**config.mk**
```make
export PLATFORM = sky130hd
export DESIGN_NAME = cache_meta_array
export DESIGN_NICKNAME = d
export VERILOG_FILES = /design/src/rtl/cache_meta_array.sv
export SDC_FILE = /design/constraint.sdc
export NUM_CORES = 1
export LEC_CHECK = 0
export CAP_MARGIN = 20
export CORE_ASPECT_RATIO = 0.6
export CORE_UTILIZATION = 40
export DETAILED_ROUTE_END_ITERATION = 8
export DONT_BUFFER_PORTS = 1
export PLACE_DENSITY = 0.56
export SLEW_MARGIN = 20
export SYNTH_ARGS = -nofsm -noshare
export SYNTH_HDL_FRONTEND = slang
export SYNTH_SLANG_ARGS = --single-unit
```
**constraint.sdc**
```tcl
create_clock -name clk -period 10.3 [get_ports clk]
set_input_delay 2.06 -clock clk [delete_from_list [all_inputs] [get_ports clk]]
set_output_delay 2.06 -clock clk [all_outputs]
set_load 0.02 [all_outputs]
```
**src/rtl/cache_meta_array.sv**
```systemverilog
// Tag/valid/dirty/pLRU store for the set-associative data cache with registered lookup,
// fill install and a one-set-per-cycle invalidate-all walk. Optional macro: CACHE_META_DIRTY_EN.
//
// state | meaning
// IDLE  | lookups and fills accepted
// WALK  | clearing set cnt_q each cycle; lookups and fills blocked
module cache_meta_array #(
    parameter int ADDR_W   = 16,
    parameter int OFFSET_W = 2,
    parameter int SETS     = 64,
    parameter int WAYS     = 2
) (
    input  logic                                       clk,
    input  logic                                       rst,
    input  logic                                       req_valid,
    input  logic [ADDR_W-1:0]                          req_addr,
    input  logic                                       req_write,
    output logic                                       req_ready,
    input  logic                                       fill_valid,
    input  logic [ADDR_W-1:0]                          fill_addr,
    input  logic [$clog2(WAYS)-1:0]                    fill_way,
    input  logic                                       fill_dirty,
    input  logic                                       inv_all,
    output logic                                       busy,
    output logic                                       rsp_valid,
    output logic                                       rsp_hit,
    output logic [$clog2(WAYS)-1:0]                    rsp_way,
    output logic                                       rsp_victim_valid,
    output logic [ADDR_W-$clog2(SETS)-OFFSET_W-1:0]    rsp_victim_tag,
    output logic                                       rsp_victim_dirty
);
    localparam int SET_W  = $clog2(SETS);
    localparam int WAY_W  = $clog2(WAYS);
    localparam int TAG_W  = ADDR_W - SET_W - OFFSET_W;
    localparam int PLRU_W = (WAYS == 4) ? 3 : 1;

    typedef enum logic [0:0] {ST_IDLE, ST_WALK} state_t;

    state_t             state_q, state_d;
    logic [SET_W-1:0]   cnt_q, cnt_d;

    logic [TAG_W-1:0]   tag_mem   [SETS][WAYS];
    logic [WAYS-1:0]    valid_mem [SETS];
    logic [PLRU_W-1:0]  plru_mem  [SETS];

    logic [TAG_W-1:0]   req_tag, fill_tag;
    logic [SET_W-1:0]   req_set, fill_set;
    logic               req_fire, fill_fire;
    logic [WAYS-1:0]    valid_row;
    logic [PLRU_W-1:0]  plru_rd, plru_fill_rd, plru_hit_nxt, plru_fill_nxt;
    logic [WAY_W-1:0]   victim_plru, hit_way, inv_way, victim_way;
    logic               hit, inv_found, victim_valid_c, victim_dirty_c;

    logic               rsp_valid_q, rsp_hit_q, rsp_victim_valid_q, rsp_victim_dirty_q;
    logic [WAY_W-1:0]   rsp_way_q;
    logic [TAG_W-1:0]   rsp_victim_tag_q;

    assign req_tag   = req_addr[ADDR_W-1 -: TAG_W];
    assign req_set   = req_addr[OFFSET_W +: SET_W];
    assign fill_tag  = fill_addr[ADDR_W-1 -: TAG_W];
    assign fill_set  = fill_addr[OFFSET_W +: SET_W];

    assign busy      = (state_q == ST_WALK);
    assign req_ready = ~busy & ~fill_valid;
    assign req_fire  = req_valid & req_ready;
    assign fill_fire = fill_valid & ~busy;

    assign valid_row    = valid_mem[req_set];
    assign plru_rd      = plru_mem[req_set];
    assign plru_fill_rd = plru_mem[fill_set];

    generate
        if (WAYS == 4) begin : g_plru4
            assign victim_plru = plru_rd[0] ? {1'b1, plru_rd[2]} : {1'b0, plru_rd[1]};
            always_comb begin
                plru_hit_nxt     = plru_rd;
                plru_hit_nxt[0]  = ~hit_way[1];
                if (!hit_way[1]) plru_hit_nxt[1] = ~hit_way[0];
                else             plru_hit_nxt[2] = ~hit_way[0];
                plru_fill_nxt    = plru_fill_rd;
                plru_fill_nxt[0] = ~fill_way[1];
                if (!fill_way[1]) plru_fill_nxt[1] = ~fill_way[0];
                else              plru_fill_nxt[2] = ~fill_way[0];
            end
        end else begin : g_plru2
            assign victim_plru   = plru_rd;
            assign plru_hit_nxt  = ~hit_way;
            assign plru_fill_nxt = ~fill_way;
        end
    endgenerate

    always_comb begin
        hit       = 1'b0;
        hit_way   = '0;
        inv_found = 1'b0;
        inv_way   = '0;
        for (int w = 0; w < WAYS; w++) begin
            if (valid_row[w] && (tag_mem[req_set][w] == req_tag) && !hit) begin
                hit     = 1'b1;
                hit_way = WAY_W'(w);
            end
            if (!valid_row[w] && !inv_found) begin
                inv_found = 1'b1;
                inv_way   = WAY_W'(w);
            end
        end
        victim_way = inv_found ? inv_way : victim_plru;
    end

    assign victim_valid_c = valid_row[victim_way];

`ifdef CACHE_META_DIRTY_EN
    logic [WAYS-1:0] dirty_mem [SETS];
    assign victim_dirty_c = victim_valid_c & dirty_mem[req_set][victim_way];

    always_ff @(posedge clk) begin
        if (rst) begin
            for (int s = 0; s < SETS; s++) dirty_mem[s] <= '0;
        end else begin
            if (busy) dirty_mem[cnt_q] <= '0;
            if (fill_fire) dirty_mem[fill_set][fill_way] <= fill_dirty;
            if (req_fire && hit && req_write) dirty_mem[req_set][hit_way] <= 1'b1;
        end
    end
`else
    logic unused_dirty;
    assign unused_dirty   = req_write ^ fill_dirty;
    assign victim_dirty_c = 1'b0;
`endif

    logic unused_offset;
    assign unused_offset = ^{req_addr[OFFSET_W-1:0], fill_addr[OFFSET_W-1:0]};

    always_comb begin
        state_d = state_q;
        cnt_d   = cnt_q;
        case (state_q)
            ST_IDLE: begin
                if (inv_all) begin
                    state_d = ST_WALK;
                    cnt_d   = '0;
                end
            end
            ST_WALK: begin
                cnt_d = cnt_q + 1'b1;
                if (cnt_q == SET_W'(SETS - 1)) begin
                    state_d = ST_IDLE;
                    cnt_d   = '0;
                end
            end
            default: state_d = ST_IDLE;
        endcase
    end

    // Tags need no reset: an invalid way never reports its tag.
    always_ff @(posedge clk) begin
        if (!rst && fill_fire) tag_mem[fill_set][fill_way] <= fill_tag;
    end

    always_ff @(posedge clk) begin
        if (rst) begin
            state_q            <= ST_IDLE;
            cnt_q              <= '0;
            for (int s = 0; s < SETS; s++) begin
                valid_mem[s] <= '0;
                plru_mem[s]  <= '0;
            end
            rsp_valid_q        <= 1'b0;
            rsp_hit_q          <= 1'b0;
            rsp_way_q          <= '0;
            rsp_victim_valid_q <= 1'b0;
            rsp_victim_tag_q   <= '0;
            rsp_victim_dirty_q <= 1'b0;
        end else begin
            state_q <= state_d;
            cnt_q   <= cnt_d;
            if (busy) begin
                valid_mem[cnt_q] <= '0;
                plru_mem[cnt_q]  <= '0;
            end
            if (fill_fire) begin
                valid_mem[fill_set][fill_way] <= 1'b1;
                plru_mem[fill_set]            <= plru_fill_nxt;
            end
            if (req_fire && hit) plru_mem[req_set] <= plru_hit_nxt;

            rsp_valid_q        <= req_fire;
            rsp_hit_q          <= req_fire & hit;
            rsp_way_q          <= !req_fire ? '0 : (hit ? hit_way : victim_way);
            rsp_victim_valid_q <= req_fire & ~hit & victim_valid_c;
            rsp_victim_tag_q   <= (req_fire && !hit && victim_valid_c) ?
                                  tag_mem[req_set][victim_way] : '0;
            rsp_victim_dirty_q <= req_fire & ~hit & victim_dirty_c;
        end
    end

    assign rsp_valid        = rsp_valid_q;
    assign rsp_hit          = rsp_hit_q;
    assign rsp_way          = rsp_way_q;
    assign rsp_victim_valid = rsp_victim_valid_q;
    assign rsp_victim_tag   = rsp_victim_tag_q;
    assign rsp_victim_dirty = rsp_victim_dirty_q;

endmodule

```
# == After elaboration in Yosys (flattened, before gate mapping) ==
# Memory sizes are Yosys's and may differ from the RTL's.
# Cells that the tools add are included.
# word_totals
register_bits,19
ramBits,1216
in_bits,40
out_inout_bits,15
memories,3
# op_classes
n_addsub,1
order_cmp,6
n_eq_ne,4
mux,52
bitwise_logic,15
reduce_logical,21
# mem_list
name,depth,word_bits,read_ports,rd_ports_with_merged_regs,wr,line,rtl
tag_mem,64,16,1,0,1,42,logic [TAG_W-1:0] tag_mem [SETS][WAYS];
valid_mem,64,2,1,0,64,43,logic [WAYS-1:0] valid_mem [SETS];
plru_mem,64,1,1,0,64,44,logic [PLRU_W-1:0] plru_mem [SETS];
# ops
operator,count
$mux W6,7
$mux W1,32
$mux W8,4
$eq A8 B8 Y1,2
$mux W16,1
$pmux W6 S2,1
$logic_and A1 B1 Y1,10
$demux W8 S1,1
$mux W2,4
$reduce_or A2 Y1,4
$not A1 Y1,7
$add A6 B1 Y6 const B,1
$and A1 B1 Y1,6
$eq A6 B6 Y1 const B,1
$ge A2 B2 Y1 const B,2
$logic_not A1 Y1,4
$lt A1 B2 Y1 const B,2
$not A1 Y2,2
$reduce_or A1 Y1,3
$lt A2 B1 Y1 const B,1
$ne A2 B2 Y1 const B,1
$pmux W1 S2,1
$demux W1 S1,1
$ge A1 B1 Y1 const B,1

# == Depth between registers and ports, before layout ==
# Gate-level depths: netlist (run 1).
# An unclocked memory read counts as a cell.
# logic_depth
ltp_word,13
depth_mapped,21
depth_no_buf,11

# == Worst setup path after synthesis (run 1) ==
# No wires, ideal clock.
# synth_path
path_type,in2reg
start,in req_addr[2]
end,mem plru_mem[30] (netlist name) (enable)
setup_time_ps,314
t_arrival_ps,5395
required_time_ps,9986
path_slack_ps,4591
cell_stages,17
cell_sequence,buf_6 -> buf_4 -> buf_4 -> buf_4 -> buf_4 -> mux4_2 -> a22oi_1 -> a21oi_1 -> nor3_1 -> nor2_1 -> o31a_1 -> nand4_1 -> nor4_1 -> o21ai_2 -> buf_6 -> mux2_4 -> o31ai_2
# synth_lines
element,line,rtl
from (decl),16,"input logic [ADDR_W-1:0] req_addr,"
to (decl),44,

==> summary.md, run 1 <==
| Metric | Value |
|---|---|
| Status | completed |
| Post-CTS Resized | 0 |
| CTS tree | yes |
| I/O Buffers | 0 |
| Post-DP HPWL | 96,300 um |
| Number of H-tree levels | 3 |
| Mapped cell area | 51,800 um^2 |
| DRC | 0 |
| Row cnt | 101 |
| CP max FO | 365 |
| DR WL/cell | approximately 33 um |
| Share of cells above drive strength 1 | 0.174 |
| Crit path DAT | 7.30 ns |
| Synthesized flop and latch total | about 1,200 |
| Final setup viols | 0 |
| Clock power frac | 0.407 |
| Power Internal | slightly above 8 mW |
| Crit Path Class | in2reg |
| Setup bufs post-CTS | 0 |
| Max Cap Viol | 0 |
| Pin count of the biggest net entering global routing | 366 |
| Max-slew violations | 0 |
| Placed cell area | 53,000 um^2 |
| Slowest CP cell | mux4_2 |
| Cells after synthesis | 3,018 |
| Syn. warnings | 0 |
| Most common cell in the netlist | edfxtp_1 |
| Sw Ratio | 0.215 |
| Primary FF master, synth | edfxtp_1 |
| CP Capture Type | flip-flop |
| Area Growth Syn to Fin | 9.37% |
| Type of the tightest min-delay check | reg2reg |
| PwrDens | 181 nW/um^2 |
| Fmax | 146 MHz |
| Synth area leader | edfxtp_1 |
| Final Hold Fails | 0 |
| Synth Area per Inst | 17.2 um^2 |
| Most common library cells after synthesis | edfxtp_1, nor2_1, mux4_2 |
| Hold Buf Count CTS | 0 |
| Worst-path cell chain | mux4_2, mux4_2, o22ai_1, or3_1, a21oi_1, nor4_1, nand4_1, nor4_1, o21ai_4, mux2i_1, a31o_2 |
| Drt initial violations | 4,688 |
| Worst-path clk slew | 0.06 ns |
| Initial core utilization | 0.407 |
| Syn_nets | 3,059 |
| Post-synth EDFFs | 1,216 |
| DRT Wirelength | 155,000 um |
| Die area | 131,000 um^2 |
| RSZ-0062 raised after global routing | false |
| Sequential Power Share | 0.543 |
| Design area | ~57,000 um^2 |
| Startpoint Class | input pin |
| Reg2Reg Depth | 11 |
| Total power | 10.2 mW |
| Io pins | 55 |
| Vias in the first global route | 28,500 |
| # fillers | 10,900 |
| Fin Setup TNS | 0 ns |
| Cell variety after synth | slightly below 90 |
| Comb power frac | 0.050 |
| # clock sinks | 1,235 |
| Slew Limit Headroom | 0.184 |
| Maximum vdd drop | 131 uV |
| FFs w/ async S/R, synth | 0 |
| Worst-case clock buffer depth | 3 |
| Final core utilization | 0.445 |
| Num CTS Buffers | 114 |
| Nets | 3,001 |
| Critical Path RT | 10.74 ns |
| Root Buffer | clkbuf_16 |
| Leakage power | between 15 and 20 nW |
| Antenna-violating nets left | 0 |
| Via-to-Cell Ratio | between 6 and 7 |
| Latest clock arrival within the worst-skew pair | 0.76 ns |
| GPL Wtd Cong | 0.936 |
| Die X | 467 um |
| GRT Total Usage | 0.236 |
| Core area | between 100,000 and 150,000 um^2 |
| Clk_skew | 0.0498 ns |
| Global route overflow | 0 |
| CP peak stage delay | ~0.85 ns |
| Synth top area share | 0.705 |
| Sequential area share after synthesis | 0.712 |
| Final Cycle Share | 0.667 |
| First-pass GRT wire length | 217,000 um |
| NetSw | 2.20 mW |
| Initial DRT Pass Iterations | 6 |
| Die height | 281 um |
| Tmin final | 6.87 ns |
| Initial antenna violation count | 8 |
| Area contributors post-synth | edfxtp_1, mux4_2, nor2_1, mux2i_1, nand2_1 |
| Hold path depth | 2 |
| Worst slew pin tran | 1.22 ns |
| Vias | 29,500 |
metrics by stage:
stage / std cells / worst slack [ns] / hold slack [ns]
2_1_floorplan: 3018 / 4.59 / 0.508
3_3_place_gp: 4541 / 2.68 / 0.545
3_5_place_dp: 4541 / 3.00 / 0.574
4_1_cts: 4746 / 3.80 / 0.586
5_1_grt: 4748 / 3.55 / 0.612
6_report: 4749 / 3.43 / 0.582
logic make-up (layout without fill, tap and decap cells):
family,Yosys count,after routing,synth area share
DFF,1235,1235,0.712
and+or+nand+nor,686,686,0.0577
AOI/OAI and AO/OA,446,446,0.0585
muxes,409,409,0.145
buffers and inverters,226,257,0.0237
xor gates and xnor gates,14,14,0.00237
adders and majority gates,1,1,0.000242
other,1,2,0.0000724
layout by cell type, fill, tap and decap left out, drive strengths merged, types with 8 or more instances in the layout:
cell	n
o31ai	69
and3	9
mux2	29
a22oi	40
and2	12
a32oi	10
mux2i	115
or3	12
o21ai	117
a21o	11
dfxtp	19
xnor2	8
a21oi	55
a211oi	12
nor2	355
nand3b	8
mux4	265
nand2b	17
bufinv	10
o21a	11
inv	19
clkinv	42
a31o	26
or2	11
nand3	34
a221oi	11
buf	36
nor3	38
edfxtp	1216
a31oi	10
nand2	152
nor4	8
o22ai	28
nor2b	15
clkbuf	144
power by group through the flow:
stage / Sequential, mW / Combinational, mW / Clock, mW
after floorplan: 5.66 / 0.399 / 0
after global placement: 5.66 / 0.492 / 0
after detailed placement: 5.67 / 0.496 / 0
after CTS: 5.56 / 0.498 / 4.22
after global routing: 5.56 / 0.531 / 4.40
final: 5.56 / 0.515 / 4.17
registers in the layout (all words and copies together) (netlist names):
signal / cells
rsp_victim_tag: 8
tag_mem: 1024
rsp_victim_valid: 1
busy: 1
rsp_hit: 1
plru_mem: 64
rsp_way: 1
valid_mem: 128
cnt_q: 6
rsp_valid: 1
per-layer routing:
metal,track usage,vias to the layer above,share of wire
met2,0.318,1769,0.41
met3,0.0679,203,0.12
met1,0.371,15600,0.45
met5,0,-,0
li1,-,12000,-
met4,0.0550,0,0.023
area by class of cell:
| class | instances | area (um^2) | share of cell area |
|---|---|---|---|
| flip-flops and latches | 1235 | 36900 | 0.651 |
| inverters | 15 | 58.8 | 0.00104 |
| multi-input cells | 1557 | 13700 | 0.242 |
| clock buffers | 143 | 2980 | 0.0527 |
| repair buffers | 37 | 278 | 0.00490 |
| clock inverters | 62 | 587 | 0.0104 |
| diodes | 1 | 2.50 | 0.0000442 |
| well taps | 1699 | 2130 | 0.0375 |
path summary, 6_finish.rpt:
check                           start                    endpoint  slack (ns)
min             cnt_q[3]$_SDFFE_PP0P_       cnt_q[3]$_SDFFE_PP0P_        0.58
min reg2reg     cnt_q[3]$_SDFFE_PP0P_       cnt_q[3]$_SDFFE_PP0P_        0.58
max                       req_addr[2]  plru_mem[21]$_SDFFCE_PN0P_        3.43
max reg2reg  tag_mem[20][7]$_DFFE_PP_  plru_mem[21]$_SDFFCE_PN0P_        5.21
critical path, delay by kind of cell:
kind / cells / cell delay [ns]
mux: 3 / 2.05
simple gates: 4 / 1.48
compound gates: 4 / 1.22
Note: power is estimated with default switching activity, not from simulation.
==> inputs of run 2 (changes only) <==
Clock period 10.3 ns to 6.4 ns, I/O delays scaled along.
==> run 2 against run 1 <==
  * Sequential share of layout area is 0.53 points lower
  * Critical path depth stayed put
  * Utilization is 0.37 points higher
  * Worst setup slack worse by 2.7 ns
  * Routed wire length is 0.61% lower
  * First-iteration DRC count is 4.4% lower
  * Hold slack better by 0.019 ns
  * Cell count is 0.99% higher
  * Global-route usage is 0.13 points lower
  * Combinational power is 64% higher
  * Cell area is 0.82% higher
  * Sequential cell count stayed put
  * Largest cell class unchanged
  * Largest power group unchanged
==> summary.md, run 2 (synthesis results as in run 1) <==
| Metric | Value |
|---|---|
| Max Cap Viol | 0 (unchanged) |
| Hold path depth | 2 (unchanged) |
| Fin Setup TNS | 0 ns (unchanged) |
| Worst-path clk slew | 0.07 ns (was 0.06 ns) |
| Die area | 131,000 um^2 (unchanged) |
| Total power | 16.7 mW (was 10.2 mW) |
| DP Cell Count | 4,581 (was 4,541) |
| Max FFs per register | 1,024 (unchanged) |
| Core area | 127,000 um^2 (unchanged) |
| Worst slew pin tran | 1.27 ns (was 1.22 ns) |
| DRC | 0 (unchanged) |
| Tmin final | 5.70 ns |
| Initial core utilization | 0.407 (unchanged) |
| CP max FO | 365 (unchanged) |
| CP Capture Type | flip-flop (unchanged) |
| PwrDens | 292 nW/um^2 (was 181 nW/um^2) |
| Startpoint Class | input pin (unchanged) |
| Worst-path cell chain | mux4_2, mux2i_1, a21oi_1, a31o_2, xor2_1, or4_1, nor4b_4, o21ai_4, buf_12, o21ai_1, a31o_2 (was mux4_2, mux4_2, o22ai_1, or3_1, a21oi_1, nor4_1, nand4_1, nor4_1, o21ai_4, mux2i_1, a31o_2) |
| Most frequent cells in the layout | edfxtp_1, nor2_1, mux4_2, nand2_1, clkbuf_16 (unchanged) |
| Delay-heaviest family, CP | compound AO/OA/AOI/OAI gates (was multiplexers) |
| Pin count of the biggest net entering global routing | 366 (unchanged) |
| Top reg by flops | tag_mem (unchanged) |
| Cell Count, Final, Fillers Out | 4,796 (was 4,749) |
| RSZ-0062 raised after global routing | false (unchanged) |
| First-pass GRT wire length | 217,000 um (about the same) |
| Number of H-tree levels | 3 (unchanged) |
| Row cnt | 101 (unchanged) |
| Largest regs | tag_mem (1024), valid_mem (128), plru_mem (64) (unchanged) |
| Vias in the first global route | 28,600 (was 28,500) |
| Slew Limit Headroom | 0.155 (was 0.184) |
| Root Buffer | clkbuf_16 (unchanged) |
| Maximum vdd drop | 259 uV (was 131 uV) |
| GPL Wtd Cong | 0.939 (was 0.936) |
| Design area | 57,100 um^2 (was 56,600 um^2) |
| Drt initial violations | 4,481 (was 4,688) |
| Final Cycle Share | 0.890 |
| Crit path top cell by count | a31o_2 |
| Initial DRT Pass Iterations | 7 (was 6) |
| Initial antenna violation count | 10 (was 8) |
| Post-DP HPWL | 96,800 um (was 96,300 um) |
| Final Hold Fails | 0 (unchanged) |
| Number of buffers and inverters on the critical path | 1 (was 0) |
| Fmax | 176 MHz |
| Nets | 3,040 (was 3,001) |
| CP peak stage delay | 0.81 ns (was 0.85 ns) |
| CTS tree | yes (unchanged) |
| Final core utilization | 0.448 (was 0.445) |
| # clock sinks | 1,235 (unchanged) |
| Worst-case clock buffer depth | 3 (unchanged) |
| Crit Path Class | in2reg (unchanged) |
| Clk_skew | 0.0492 ns (was 0.0498 ns) |
| Leakage power | 17.9 nW (was 17.6 nW) |
| Type of the tightest min-delay check | reg2reg (unchanged) |
| Num CTS Buffers | 114 (unchanged) |
| Share of cells above drive strength 1 | 0.190 (was 0.174) |
| Via-to-Cell Ratio | 6.20 (was 6.22) |
| Reg2Reg Depth | 11 (unchanged) |
| DRT Wirelength | 154,000 um (was 155,000 um) |
| Area Growth Syn to Fin | 10.3% (was 9.37%) |
| Final setup viols | 0 (unchanged) |
| Die height | 281 um (unchanged) |
| Vias | 29,800 (was 29,500) |
| Post-CTS Resized | 0 (unchanged) |
| Setup bufs post-CTS | 0 (unchanged) |
| Stages on the worst setup path | 11 (unchanged) |
| Max-slew violations | 0 (unchanged) |
| Die X | 467 um (unchanged) |
| Critical Path RT | 6.86 ns (was 10.74 ns) |
| # fillers | 11,000 (was 10,900) |
| GRT Total Usage | 0.235 (was 0.236) |
| Status | completed (unchanged) |
| DR WL/cell | 32.1 um (was 32.6 um) |
| I/O Buffers | 0 (unchanged) |
| Hold Buf Count CTS | 0 (unchanged) |
| Io pins | 55 (unchanged) |
| Antenna-violating nets left | 0 (unchanged) |
| Slowest CP cell | mux4_2 (unchanged) |
| Crit path DAT | 6.15 ns (was 7.30 ns) |
| Most common cell after layout, fill and taps aside | edfxtp_1 (unchanged) |
| Latest clock arrival within the worst-skew pair | 0.76 ns (about the same) |
| Global route overflow | 0 (unchanged) |
| Placed cell area | 53,400 um^2 (was 53,000 um^2) |
-- run 2: changes by cell type in the layout (fill, tap and decap cells not counted), sizes merged --
cell      before  now
clkinv        42   56
bufinv        10    8
buf           36   76
clkbuf       144  135
clkinvlp       6    8
inv           19   21
-- run 2: cell type report --
type / count / area, um^2 / area share
diodes: 1 / 2.50 / 0.0000438
clock buffers: 135 / 3080 / 0.0539
clock inverters: 78 / 651 / 0.0114
inverters: 15 / 58.8 / 0.00103
multi-input cells: 1557 / 13700 / 0.240
flip-flops and latches: 1235 / 36900 / 0.646
well taps: 1699 / 2130 / 0.0372
repair buffers: 76 / 596 / 0.0104
-- run 2: metal layers --
metal,vias to the layer above,wire length (um),global-route usage
met5,-,27,0
met4,4,4110,0.0610
met3,244,17600,0.0663
met2,1757,63800,0.325
met1,15700,68400,0.360
li1,12000,-,-
-- run 2: through the flow --
stage / hold WS [ns] / setup WS (ns)
2_1_floorplan: 0.508 / 1.47
3_3_place_gp: 0.543 / 0.607
3_5_place_dp: 0.571 / 0.594
4_1_cts: 0.580 / 1.35
5_1_grt: 0.607 / 0.831
6_report: 0.601 / 0.703
-- run 2: power by group --
group	total [mW]	switching (mW)	leakage (nW)	internal (mW)
Clock	6.88	3.11	1.82	3.77
Sequential	8.94	0.0191	11.3	8.92
Combinational	0.843	0.503	4.73	0.340
-- run 2: worst register-to-register path: cells and delay by family, from the launching register on --
family,cells,cell delay [ns]
flip-flops,1,0.36
XOR/XNOR,1,0.14
multiplexers,2,1.01
buffers and inverters,1,0.25
AND/OR/NAND/NOR,2,1.18
AO/OA/AOI/OAI,5,1.43
-- run 2: path summary, 6_finish.rpt --
kind	startpoint	end	slack [ns]
setup / recovery	req_addr[2]	plru_mem[12]$_SDFFCE_PN0P_	0.70
hold / removal	cnt_q[2]$_SDFFE_PP0P_	cnt_q[2]$_SDFFE_PP0P_	0.60
setup reg to reg	tag_mem[63][12]$_DFFE_PP_	plru_mem[12]$_SDFFCE_PN0P_	1.75
hold reg to reg	cnt_q[2]$_SDFFE_PP0P_	cnt_q[2]$_SDFFE_PP0P_	0.60
